`src/rtl/stack_arbiter.sv`:
```
// Round-robin controller sharing one LIFO stack between two requesters.
// Blocks overflow/underflow and returns per-requester responses.
module stack_arbiter #(
  parameter int unsigned DATA_WIDTH = 8,
  parameter int unsigned STACK_SIZE = 4,
  parameter int unsigned CNT_W      = $clog2(STACK_SIZE + 1)
) (
  input  logic                  clk,
  input  logic                  rst,
  input  logic                  flush,
  input  logic                  req0_valid,
  input  logic                  req0_op,
  input  logic [DATA_WIDTH-1:0] req0_wdata,
  output logic                  req0_ready,
  output logic                  rsp0_valid,
  output logic [DATA_WIDTH-1:0] rsp0_rdata,
  output logic                  rsp0_err,
  input  logic                  req1_valid,
  input  logic                  req1_op,
  input  logic [DATA_WIDTH-1:0] req1_wdata,
  output logic                  req1_ready,
  output logic                  rsp1_valid,
  output logic [DATA_WIDTH-1:0] rsp1_rdata,
  output logic                  rsp1_err,
  output logic                  stk_rst,
  output logic                  stk_push,
  output logic                  stk_pop,
  output logic [DATA_WIDTH-1:0] stk_wdata,
  input  logic [DATA_WIDTH-1:0] stk_rdata,
  output logic [CNT_W-1:0]      count,
  output logic                  full,
  output logic                  empty
);

  typedef enum logic [2:0] {INIT, IDLE, ISSUE, WAIT, RESP, FLUSH} state_t;

  state_t                  state_q, state_d;
  logic [CNT_W-1:0]        count_d;
  logic                    full_d, empty_d;
  logic                    last_grant_q, last_grant_d;
  logic                    id_q, id_d;
  logic                    grant;
  logic                    op_sel;
  logic [DATA_WIDTH-1:0]   wdata_sel;
  logic                    stk_rst_d, stk_push_d, stk_pop_d;
  logic [DATA_WIDTH-1:0]   stk_wdata_d;
  logic                    rsp_valid_d, rsp_err_d;
  logic [DATA_WIDTH-1:0]   rsp_rdata_d;

  // Strobes and responses are computed one cycle ahead so the registered
  // outputs line up with the state they belong to.
  always_comb begin
    state_d      = state_q;
    count_d      = count;
    last_grant_d = last_grant_q;
    id_d         = id_q;
    stk_rst_d    = 1'b0;
    stk_push_d   = 1'b0;
    stk_pop_d    = 1'b0;
    stk_wdata_d  = '0;
    rsp_valid_d  = 1'b0;
    rsp_err_d    = 1'b0;
    rsp_rdata_d  = '0;
    req0_ready   = 1'b0;
    req1_ready   = 1'b0;
    grant        = (req0_valid && req1_valid) ? ~last_grant_q : req1_valid;
    op_sel       = grant ? req1_op : req0_op;
    wdata_sel    = grant ? req1_wdata : req0_wdata;

    case (state_q)
      INIT: begin
        stk_rst_d = 1'b1;
        state_d   = IDLE;
      end
      IDLE: begin
        if (flush) begin
          stk_rst_d = 1'b1;
          state_d   = FLUSH;
        end else if (req0_valid || req1_valid) begin
          req0_ready   = ~grant;
          req1_ready   = grant;
          id_d         = grant;
          last_grant_d = grant;
          if (!op_sel && !full) begin
            stk_push_d  = 1'b1;
            stk_wdata_d = wdata_sel;
          end
          if (op_sel && !empty) stk_pop_d = 1'b1;
          state_d = ISSUE;
        end
      end
      FLUSH: begin
        count_d = '0;
        state_d = IDLE;
      end
      ISSUE: begin
        if (stk_push) begin
          count_d     = count + CNT_W'(1);
          rsp_valid_d = 1'b1;
          state_d     = RESP;
        end else if (stk_pop) begin
          count_d = count - CNT_W'(1);
          state_d = WAIT;
        end else begin
          rsp_valid_d = 1'b1;
          rsp_err_d   = 1'b1;
          state_d     = RESP;
        end
      end
      WAIT: begin
        rsp_valid_d = 1'b1;
        rsp_rdata_d = stk_rdata;
        state_d     = RESP;
      end
      RESP: state_d = IDLE;
      default: state_d = INIT;
    endcase

    full_d  = (count_d == CNT_W'(STACK_SIZE));
    empty_d = (count_d == '0);
  end

  // State, status and output registers.
  always_ff @(posedge clk or negedge rst) begin
    if (!rst) begin
      state_q      <= INIT;
      count        <= '0;
      full         <= 1'b0;
      empty        <= 1'b0;
      last_grant_q <= 1'b1;
      id_q         <= 1'b0;
      stk_rst      <= 1'b0;
      stk_push     <= 1'b0;
      stk_pop      <= 1'b0;
      stk_wdata    <= '0;
      rsp0_valid   <= 1'b0;
      rsp0_err     <= 1'b0;
      rsp0_rdata   <= '0;
      rsp1_valid   <= 1'b0;
      rsp1_err     <= 1'b0;
      rsp1_rdata   <= '0;
    end else begin
      state_q      <= state_d;
      count        <= count_d;
      full         <= full_d;
      empty        <= empty_d;
      last_grant_q <= last_grant_d;
      id_q         <= id_d;
      stk_rst      <= stk_rst_d;
      stk_push     <= stk_push_d;
      stk_pop      <= stk_pop_d;
      stk_wdata    <= stk_wdata_d;
      rsp0_valid   <= rsp_valid_d & ~id_q;
      rsp0_err     <= rsp_err_d & ~id_q;
      rsp0_rdata   <= id_q ? '0 : rsp_rdata_d;
      rsp1_valid   <= rsp_valid_d & id_q;
      rsp1_err     <= rsp_err_d & id_q;
      rsp1_rdata   <= id_q ? rsp_rdata_d : '0;
    end
  end

endmodule

```
`config.mk`:
```
export PLATFORM = sky130hd
export DESIGN_NAME = stack_arbiter
export DESIGN_NICKNAME = d
export VERILOG_FILES = /design/src/rtl/stack_arbiter.sv
export SDC_FILE = /design/constraint.sdc
export NUM_CORES = 1
export LEC_CHECK = 0
export BUFFER_PORTS_ARGS = -buffer_cell sky130_fd_sc_hd__clkbuf_2
export CORE_ASPECT_RATIO = 1.1
export CORE_MARGIN = 8
export CORE_UTILIZATION = 40
export DETAILED_ROUTE_END_ITERATION = 10
export MAX_ROUTING_LAYER = met4
export PLACE_DENSITY = 0.72
export SYNTH_ARGS = -nofsm -noshare
export SYNTH_HDL_FRONTEND = slang
export SYNTH_SLANG_ARGS = --single-unit
```
`constraint.sdc`:
```
create_clock -name clk -period 2 [get_ports clk]
set_input_delay 0.2 -clock clk [delete_from_list [all_inputs] [get_ports clk]]
set_output_delay 0.2 -clock clk [all_outputs]
set_load 0.03 [all_outputs]
```
Word-level counts from Yosys, hierarchy flattened

Index checks and enable logic that the tools add are counted.

Flip-flop bits (word level): 41
Input port bits: 31
Output and inout bits: 38
Logic and storage cells: 83

Reductions and logical operators: 11
Bitwise gates (word level): 8
Mux-type cells: 39
$add $sub $neg: 2
Equality and inequality tests: 7

Operators with widths:

| cell                                                | number |
|---|---|
| 2-to-1 mux 8 bit                                    | 8 |
| 2-to-1 mux 1 bit                                    | 21 |
| 2-to-1 mux 3 bit                                    | 6 |
| case mux 3 bit (4 select lines)                     | 1 |
| equality test 3 bit, second input constant          | 3 |
| equality test 3 x 2 -> 1 bit, second input constant | 2 |
| zero test 3 bit                                     | 2 |
| case mux 3 bit (2 select lines)                     | 1 |
| AND 1 bit                                           | 4 |
| NOT 1 bit                                           | 4 |
| case mux 1 bit (2 select lines)                     | 2 |
| adder 3 x 1 -> 3 bit, second input constant         | 1 |
| equality test 3 x 1 -> 1 bit, second input constant | 1 |
| logical AND 1 bit                                   | 3 |
| zero test 1 bit                                     | 3 |
| != test 3 bit, second input constant                | 1 |
| AND reduction 3 bit                                 | 1 |
| OR reduction 3 bit                                  | 1 |
| subtractor 3 x 1 -> 3 bit, second input constant    | 1 |
| logical OR 1 bit                                    | 1 |

Longest topological paths before layout

Gate-level depths: netlist of run 1.

Depth in word-level cells: 9
Depth in mapped cells: 6
Mapped depth without buffers: 6

Worst setup path after synthesis of run 1

No wires, ideal clock.

Path type: reg2reg
From: reg state_q[1]
To: reg last_grant_q
Period minus slack after synthesis: 1908 ps
Arrival: 1843 ps
Stages on the path, launching flop included: 4
Buffers on the path: 1
Required time: 1935 ps
Path slack: 92 ps
Setup time: 65 ps
Path through: dfrtp_1 clkbuf_1 nor4_1 a21o_1

Longest elaborated chain between the ends: 2

RTL lines:

| what                                 | RTL line | text |
|---|---|---|
| start, declared                      | 37       | `state_t state_q, state_d;` |
| start signal, assigned               | 143      | `state_q <= state_d;` |
| equality test 3 x 1 -> 1 bit         | 70       | `case (state_q)` |
| AND reduction 3 bit (no source line) | --       |  |
| end signal, assigned                 | 147      | `last_grant_q <= last_grant_d;` |
| end, declared                        | 40       | `logic last_grant_q, last_grant_d;` |

No other way between the ends.
A chain may end at the register's enable or synchronous reset.

Final worst setup path of run 1

From: reg state_q[1]
To: reg stk_wdata[5]

Longest elaborated chain between the ends: 2

RTL lines:

| what                         | RTL line | text |
|---|---|---|
| equality test 3 x 1 -> 1 bit | 70       |  |
| 2-to-1 mux 8 bit             | 70       |  |
| named net stk_wdata_d[5]     | 46       | `logic [DATA_WIDTH-1:0] stk_wdata_d;` |
| end signal, assigned         | 152      | `stk_wdata <= stk_wdata_d;` |
| end, declared                | 28       | `output logic [DATA_WIDTH-1:0] stk_wdata,` |

The timed path passes the listed nets, and every way through them passes these cells.

==> results of run 1 <==
## cell usage after synthesis (2+ instances only)
cell	instances
buf_6	2
nor3b_1	3
and3_1	2
dfrtp_1	40
or3b_1	2
nor3_1	5
and2_1	17
nor2_1	8
a21oi_1	4
a21oi_2	8
a21o_1	2
or2_2	2
inv_1	5
clkbuf_1	2
nand2_1	23
o21ai_0	3
ha_1	2
a211oi_1	2
## layer usage
| metal | global-route usage | part of all wire |
|---|---|---|
| met5 | - | 0 |
| met4 | 0.04639 | 0.012 |
| met3 | 0.05388 | 0.082 |
| met2 | 0.2040 | 0.48 |
| met1 | 0.1509 | 0.42 |
## where the power goes
group,internal [mW],total (mW),switching [mW]
clock,0.240,0.516,0.276
combinational,0.248,0.712,0.463
sequential,0.951,1.03,0.0762
total,1.44,2.26,0.815
## how the worst min path moves through the flow
stage,cells after the start,startpoint,end
2_1_floorplan,0,rst,count[0]
4_1_cts,2,stk_rdata[0],rsp1_rdata[0]
3_3_place_gp,2,rst,rsp0_rdata[5]
3_5_place_dp,2,rst,rsp0_rdata[7]
6_report,2,stk_rdata[0],rsp1_rdata[0]
5_1_grt,2,stk_rdata[5],rsp1_rdata[5]
## logic make-up after synthesis
group           count (synthesis)  share of synthesized area
buf+inv                        10                    0.03172
mux                             1                   0.006043
simple gates                   67                     0.2160
compound gates                 25                     0.1110
flops                          41                     0.6201
fa+ha+maj                       2                    0.01510
## final cells by class
type,count,area [µm²],share of cell area
Sequential cell,41,1027,0.4713
Multi-Input combinational cell,95,590.6,0.2710
Timing Repair Buffer,74,387.9,0.1780
Clock buffer,5,68.82,0.03157
Tap cell,52,65.06,0.02985
Inverter,6,22.52,0.01033
Clock inverter,3,17.52,0.008037
## repair_timing
| action | 4_1_cts | 5_1_grt |
|---|---|---|
| hold buffers | 1 | 0 |
| endpoints found under the setup margin | 0 | 3 |
| hold endpoints to repair | 40 | 0 |
| gates resized for setup | 0 | 2 |
## registers in the layout, indices dropped and copies added (netlist names), 3 cells and up
signal      cells
rsp1_rdata      8
state_q         3
rsp0_rdata      8
count           3
stk_wdata       8
==> results.yml, run 1 <==
run_status:
  status: "finished clean"
final_layout:
  finalCoreUtilization: 0.5499
  fill_cells: 369
  finalNetCount: 256
  final_cell_mix: "clkbuf_2, dfrtp_1, nand2_1"
  final_cells: 276
  antennaDiodeCount: 0
  drive_gt1_frac: 0.4330
  syn_to_final_growth_pct: 31.57
  final_common_cell: "clkbuf_2"
  final_area_um2: 2180
setup_path:
  crit_required_ps: 2210
  path_class: "flip-flop to flip-flop"
  cp.depth: 3
  r2r_start: "state_q[1]"
  arrival_ps: 2050
  worstSetupStartpoint: "state_q[1]"
  critPathSlowestCell: "or3b_1"
  crit_buf_inv: 0
  crit_family: "simple AND/OR/NAND/NOR gates"
  cp_max_fo: 9
  crit_path_end_kind: "flip-flop"
  timing.rr.end: "stk_wdata[5]"
  cp_cell_sequence: "or4_4 -> or3b_1 -> a21oi_2"
  ff2ff_setup_slack_ps: 160
  reg2reg_depth: 3
  crit_end: "stk_wdata[5]"
  cp-start-kind: "flip-flop"
  cpPeakStageDelay_ps: 600
floorplanning:
  start_util: 0.4179
  die_h_um: 83.50
  rows: 24
  core_area_um2: 3964
  die_width_um: 77.36
  die_area_um2: 6459
  io_pins: 69
clock_network:
  numCtsBuffers: 5
  clock-sinks: 41
  root_buffer: "clkbuf_8"
  cts_tree: "done"
  clk_path_buf_depth: 2
  cts_htree_levels: 2
  path_clk_slew_ps: 80
  worstSkewPairLatency_ps: 290
  post-cts-setup-buffers: 0
sta:
  tightest_slew_ps: 489.6
  setup_tns_ps: 0
  whs_ps: 125.4
  post-route-period-util: 0.9182
  slew_violations: 0
  max-slew-margin-rel: 0.6736
  fin_skew_ps: 5.617
  setup_viol_count_final: 0
  finalWorstSetupSlack_ps: 163.5
  clock.fmax_mhz: 544.5
  finalCriticalPeriod_ps: 1836
  hold_violations: 0
  rsz0062_at_grt: "false"
placed_design:
  numPortBuffers: 68
  place_area_um2: 2069
  dp.cells: 267
  pre_cts_ws_ps: 135.1
  routabilityCongestion: 0.7488
  dpl.hpwl_mm: 3.074
synthesis:
  ys.flop_type: "dfrtp_1"
  synth.cell_area_um2: 1657
  ys_warn_count: 0
  syn_nets: 179
  synth.top_cell.area_share: 0.6042
  synth-seq-cells: 41
  synth_area_per_cell_um2: 11.35
  postSynthCellCount: 146
  synth.largest_area_cell: "dfrtp_1"
  synth_edf_count: 0
  async_flop_share: 1.000
  seq_area_frac_synth: 0.6201
  yosysUniqueCellTypes: 32
  synth_area_leaders: "dfrtp_1, and2_1, nand2_1, a21oi_2, nor2_1"
drt:
  drtPass1Iterations: 4
  drc_errors: 0
  drt-total-wl_mm: 3.909
  vias: 1321
  dr.first_iter.drc_count: 52
  routedWlPerCell_um: 14.16
  vias_per_cell: 4.786
  ant_nets: 0
min_path:
  min_path_type: "input pin to flip-flop"
power_and_ir_drop:
  peakVddDrop_mv: 0.5563
  power_leakage_nw: 1.171
  p_per_area_nw_per_um2: 1035
  total_power_mw: 2.255
global_route:
  grt_overflow: 0
  grt_max_degree: 42
  track_usage: 0.1321
  grt_pass1_wl_mm: 6.713
  antenna_found_initial: 0
  grt_pass1_vias: 1414
job:
  cap_viol_max_count: 0
(Power assumes the default switching activity.)
==> run 2: changes to the inputs <==
--- a/config.mk
+++ b/config.mk
@@ -7,7 +7,7 @@
 export LEC_CHECK = 0
 export BUFFER_PORTS_ARGS = -buffer_cell sky130_fd_sc_hd__clkbuf_2
 export CORE_ASPECT_RATIO = 1.1
-export CORE_MARGIN = 8
+export CORE_MARGIN = 1.5
 export CORE_UTILIZATION = 40
 export DETAILED_ROUTE_END_ITERATION = 10
 export MAX_ROUTING_LAYER = met4
==> results.yml, run 2 (synthesis results as in run 1) <==
setup_path:
  crit_buf_inv: 0
  reg2reg_depth: 4
  ff2ff_setup_slack_ps: 110
  crit_required_ps: 2210
  arrival_ps: 2100
  r2r_start: "last_grant_q"
  timing.rr.end: "stk_wdata[1]"
  path_class: "flip-flop to flip-flop"
  cp_max_fo: 10
  worstSetupStartpoint: "last_grant_q"
  critPathSlowestCell: "or3b_1"
  cp-start-kind: "flip-flop"
  cp.depth: 4
  cp_cell_sequence: "a21boi_2 -> mux2i_1 -> or3b_1 -> a21oi_2"
  crit_family: "compound AO/OA/AOI/OAI gates"
  crit_end: "stk_wdata[1]"
  crit_path_end_kind: "flip-flop"
  cpPeakStageDelay_ps: 580
drt:
  drc_errors: 0
  vias_per_cell: 4.699
  dr.first_iter.drc_count: 53
  drtPass1Iterations: 4
  vias: 1297
  drt-total-wl_mm: 3.408
  routedWlPerCell_um: 12.35
  ant_nets: 0
global_route:
  grt_use_met2: 0.2500
  use_met1: 0.2087
  busiest_layer: "met2"
  grt_pass1_wl_mm: 5.485
  track_usage: 0.1630
  grt_max_degree: 42
  grt_pass1_vias: 1199
  gr-usage-met3: 0.04992
  antenna_found_initial: 0
  grt_overflow: 0
final_layout:
  final_common_cell: "clkbuf_2"
  largestRegisters: "rsp0_rdata x8, rsp1_rdata x8, stk_wdata x8"
  final_area_um2: 2196
  antennaDiodeCount: 0
  final_cells: 276
  finalCoreUtilization: 0.5540
  drive_gt1_frac: 0.4241
  final_cell_mix: "clkbuf_2, dfrtp_1, nand2_1"
  syn_to_final_growth_pct: 32.55
  finalNetCount: 256
run_status:
  status: "finished clean"
placed_design:
  dpl.hpwl_mm: 2.588
  dp.cells: 267
  numPortBuffers: 68
  routabilityCongestion: 0.7414
  place_area_um2: 2069
  pre_cts_ws_ps: 122.0
clock_network:
  clock-sinks: 41
  root_buffer: "clkbuf_8"
  clk_path_buf_depth: 2
  numCtsBuffers: 5
  cts_htree_levels: 2
  post_cts_resized: 0
  cts_tree: "done"
  path_clk_slew_ps: 70
  worstSkewPairLatency_ps: 280
sta:
  whs_ps: 132.0
  finalCriticalPeriod_ps: 1886
  setup_tns_ps: 0
  finalWorstSetupSlack_ps: 114.2
  post-route-period-util: 0.9429
  slew_violations: 0
  max-slew-margin-rel: 0.6674
  fin_skew_ps: 4.735
  setup_viol_count_final: 0
  hold_violations: 0
  clock.fmax_mhz: 530.3
  rsz0062_at_grt: "true"
  tightest_slew_ps: 498.9
floorplanning:
  core_area_um2: 3964
  die_area_um2: 4537
  io_pins: 69
  rows: 24
  die_h_um: 70.50
  start_util: 0.4179
  die_width_um: 64.36
power_and_ir_drop:
  p_seq_frac: 0.427
  peakVddDrop_mv: 0.4973
  p_comb_frac: 0.294
  swShare: 0.3302
  total_power_mw: 2.392
  p_per_area_nw_per_um2: 1089
  p_int_mw: 1.602
  p_sw_uw: 789.8
  clkPwrFrac: 0.279
  power_leakage_nw: 1.180
min_path:
  min_path_type: "input pin to flip-flop"
job:
  cap_viol_max_count: 0
==> run 2: worst reg2reg max path: stages, from the launching register on <==
cell and delay, ps:
dfstp_2 390, a21boi_2 390, mux2i_1 270, or3b_1 580, a21oi_2 190
==> run 2: repair_timing <==
item | in CTS | in global routing
setup endpoints to repair | 0 | 2
endpoints found under the hold margin | 40 | 0
hold buffers | 1 | 0
buffers inserted | 0 | 0
==> run 2: power groups by stage <==
stage / combinational (mW) / clock, mW / sequential, mW
detailed placement: 0.703 / 0 / 1.04
CTS: 0.708 / 0.683 / 1.02
global placement: 0.694 / 0 / 1.04
finish: 0.703 / 0.667 / 1.02
floorplan: 0.357 / 0 / 1.17
global route: 0.765 / 0.721 / 1.04
==> run 2: final cells by class <==
type	count	area, µm²
clock inverters	1	30.03
inverters	6	22.52
clock buffers	7	86.33
well taps	52	65.06
multi-input cells	95	576.8
repair buffers	74	387.9
flip-flops and latches	41	1027
fillers	376	1768
==> run 2: per-layer routing <==
layer	wire length, µm	vias up
met5	0	-
met4	37	0
met3	229	5
met2	1611	52
met1	1529	597
li1	-	643
==> run 2: worst min path at each step <==
stage | to | cells after the start | start | slack [ps]
floorplan | count[0] | 0 | rst | -100
global placement | rsp0_rdata[2] | 2 | rst | 290
detailed placement | rsp0_rdata[4] | 2 | rst | 280
CTS | stk_wdata[0] | 3 | req1_wdata[0] | 120
global route | rsp1_rdata[0] | 2 | stk_rdata[0] | 120
finish | stk_wdata[5] | 3 | req1_wdata[5] | 130
==> run 3: changes to the inputs <==
--- a/config.mk
+++ b/config.mk
@@ -10,8 +10,10 @@
 export CORE_MARGIN = 1.5
 export CORE_UTILIZATION = 40
 export DETAILED_ROUTE_END_ITERATION = 10
+export HOLD_SLACK_MARGIN = 0.12
 export MAX_ROUTING_LAYER = met4
-export PLACE_DENSITY = 0.72
+export PLACE_DENSITY = 0.74
+export SKIP_LAST_GASP = 1
 export SYNTH_ARGS = -nofsm -noshare
 export SYNTH_HDL_FRONTEND = slang
 export SYNTH_SLANG_ARGS = --single-unit
==> constraint.sdc (replaced) <==
create_clock -name clk -period 1.73 [get_ports clk]
set_input_delay 0.173 -clock clk [delete_from_list [all_inputs] [get_ports clk]]
set_output_delay 0.173 -clock clk [all_outputs]
set_load 0.03 [all_outputs]
==> results.yml, run 3 (synthesis results as in run 1) <==
run_status:
  status: "finished clean"
placed_design:
  pre_cts_ws_ps: 29.43
  dp.cells: 271
  routabilityCongestion: 0.7995
  place_area_um2: 2118
  numPortBuffers: 68
  dpl.hpwl_mm: 2.629
setup_path:
  crit_path_end_kind: "output pin"
  timing.rr.end: "stk_wdata[3]"
  critPathSlowestCell: "or4_4"
  cp_max_fo: 2
  ff2ff_setup_slack_ps: 40
  cpPeakStageDelay_ps: 540
  reg2reg_depth: 4
  path_class: "flip-flop to output pin"
  arrival_ps: 1550
  cp_cell_sequence: "or4_4 -> buf_6 -> nor2_4 -> buf_8"
  cp-start-kind: "flip-flop"
  crit_buf_inv: 2
  crit_family: "simple AND/OR/NAND/NOR gates"
  crit_required_ps: 1560
  r2r_start: "state_q[1]"
global_route:
  grt_overflow: 0
  grt_pass1_wl_mm: 6.555
  grt_max_degree: 24
  grt_pass1_vias: 1370
  antenna_found_initial: 0
  track_usage: 0.1960
sta:
  tightest_slew_ps: 515.7
  clock.fmax_mhz: 579.7
  post-route-period-util: 0.9971
  slew_violations: 0
  max-slew-margin-rel: 0.6562
  fin_skew_ps: 2.521
  hold_violations: 0
  finalCriticalPeriod_ps: 1725
  setup_viol_count_final: 0
  finalWorstSetupSlack_ps: 5.052
  rsz0062_at_grt: "true"
final_layout:
  final_area_um2: 2476
  final_cell_mix: "clkbuf_2, dfrtp_1, nand2_1"
  syn_to_final_growth_pct: 49.47
  final_common_cell: "clkbuf_2"
  largestRegisters: "rsp0_rdata x8, rsp1_rdata x8, stk_wdata x8"
  fill_cells: 311
  final_cells: 300
  multiInputGateArea_um2: 595.6
  finalCoreUtilization: 0.6247
  drive_gt1_frac: 0.4194
  antennaDiodeCount: 0
  final-seq-area_um2: 1027
  finalNetCount: 280
drt:
  drc_errors: 0
  ant_nets: 0
  vias: 1447
  dr.first_iter.drc_count: 52
  drtPass1Iterations: 4
  drt-total-wl_mm: 3.981
  vias_per_cell: 4.823
  routedWlPerCell_um: 13.27
clock_network:
  cts_tree: "done"
  clk_path_buf_depth: 2
  path_clk_slew_ps: 80
  root_buffer: "clkbuf_8"
  numCtsBuffers: 5
  cts_htree_levels: 2
  clock-sinks: 41
  worstSkewPairLatency_ps: 290
power_and_ir_drop:
  peakVddDrop_mv: 0.7906
  p_per_area_nw_per_um2: 1176
  total_power_mw: 2.911
  power_leakage_nw: 1.293
floorplanning:
  start_util: 0.4179
  die_area_um2: 4537
  die_width_um: 64.36
  io_pins: 69
  core_area_um2: 3964
  die_h_um: 70.50
  rows: 24
min_path:
  min_path_type: "input pin to flip-flop"
  min-delay-start: "req0_wdata[4]"
  min_to: "stk_wdata[4]"
  hold_depth: 3
job:
  cap_viol_max_count: 0
## run 3: timing repair
item | CTS | global route
setup endpoints to repair | 1 | 9
hold buffers | 20 | 0
resized for setup | 5 | 3
buffers inserted | 1 | 0
hold endpoints to repair | 39 | 0
## run 3: how the worst max path moves through the flow
stage | cells past startpoint | from | endpoint | slack [ps]
after floorplan | 6 | count[0] | full | 20
after global placement | 6 | count[0] | full | 110
after detailed placement | 6 | count[0] | full | 30
after CTS | 4 | state_q[1] | req0_ready | -20
after global routing | 4 | state_q[1] | req0_ready | -60
final | 4 | state_q[1] | req0_ready | 5
## run 3: area by class of cell
class,instances,share of cell area
clock buffers,6,0.03335
clock inverters,2,0.01516
inverters,6,0.009096
multi-input cells,95,0.2405
flip-flops and latches,41,0.4149
well taps,52,0.02628
repair buffers,98,0.2607
## run 3: report_power, final
group | internal, mW | switching [mW]
Combinational | 0.365 | 0.573
Sequential | 1.10 | 0.0801
Clock | 0.469 | 0.324
## run 3: tightest hold or removal path, cell delays in order
cell and delay (ps):
clkbuf_2 90, nand2_1 70, a21oi_2 50
## run 3: per-layer routing
layer,vias up,global-route usage,routed length [µm]
li1,689,-,-
met1,673,0.2415,1688
met2,75,0.3125,1931
met3,10,0.05475,287
met4,0,0.06383,74
met5,-,-,0
## run 3: per-stage QoR
| stage | setup TNS, ps | hold WS, ps |
|---|---|---|
| floorplan | 0 | -122.6 |
| global route | -67.79 | 124.7 |
| finish | 0 | 137.7 |
| CTS | -24.25 | 125.9 |
| global placement | 0 | 162.3 |
| detailed placement | 0 | 163.2 |
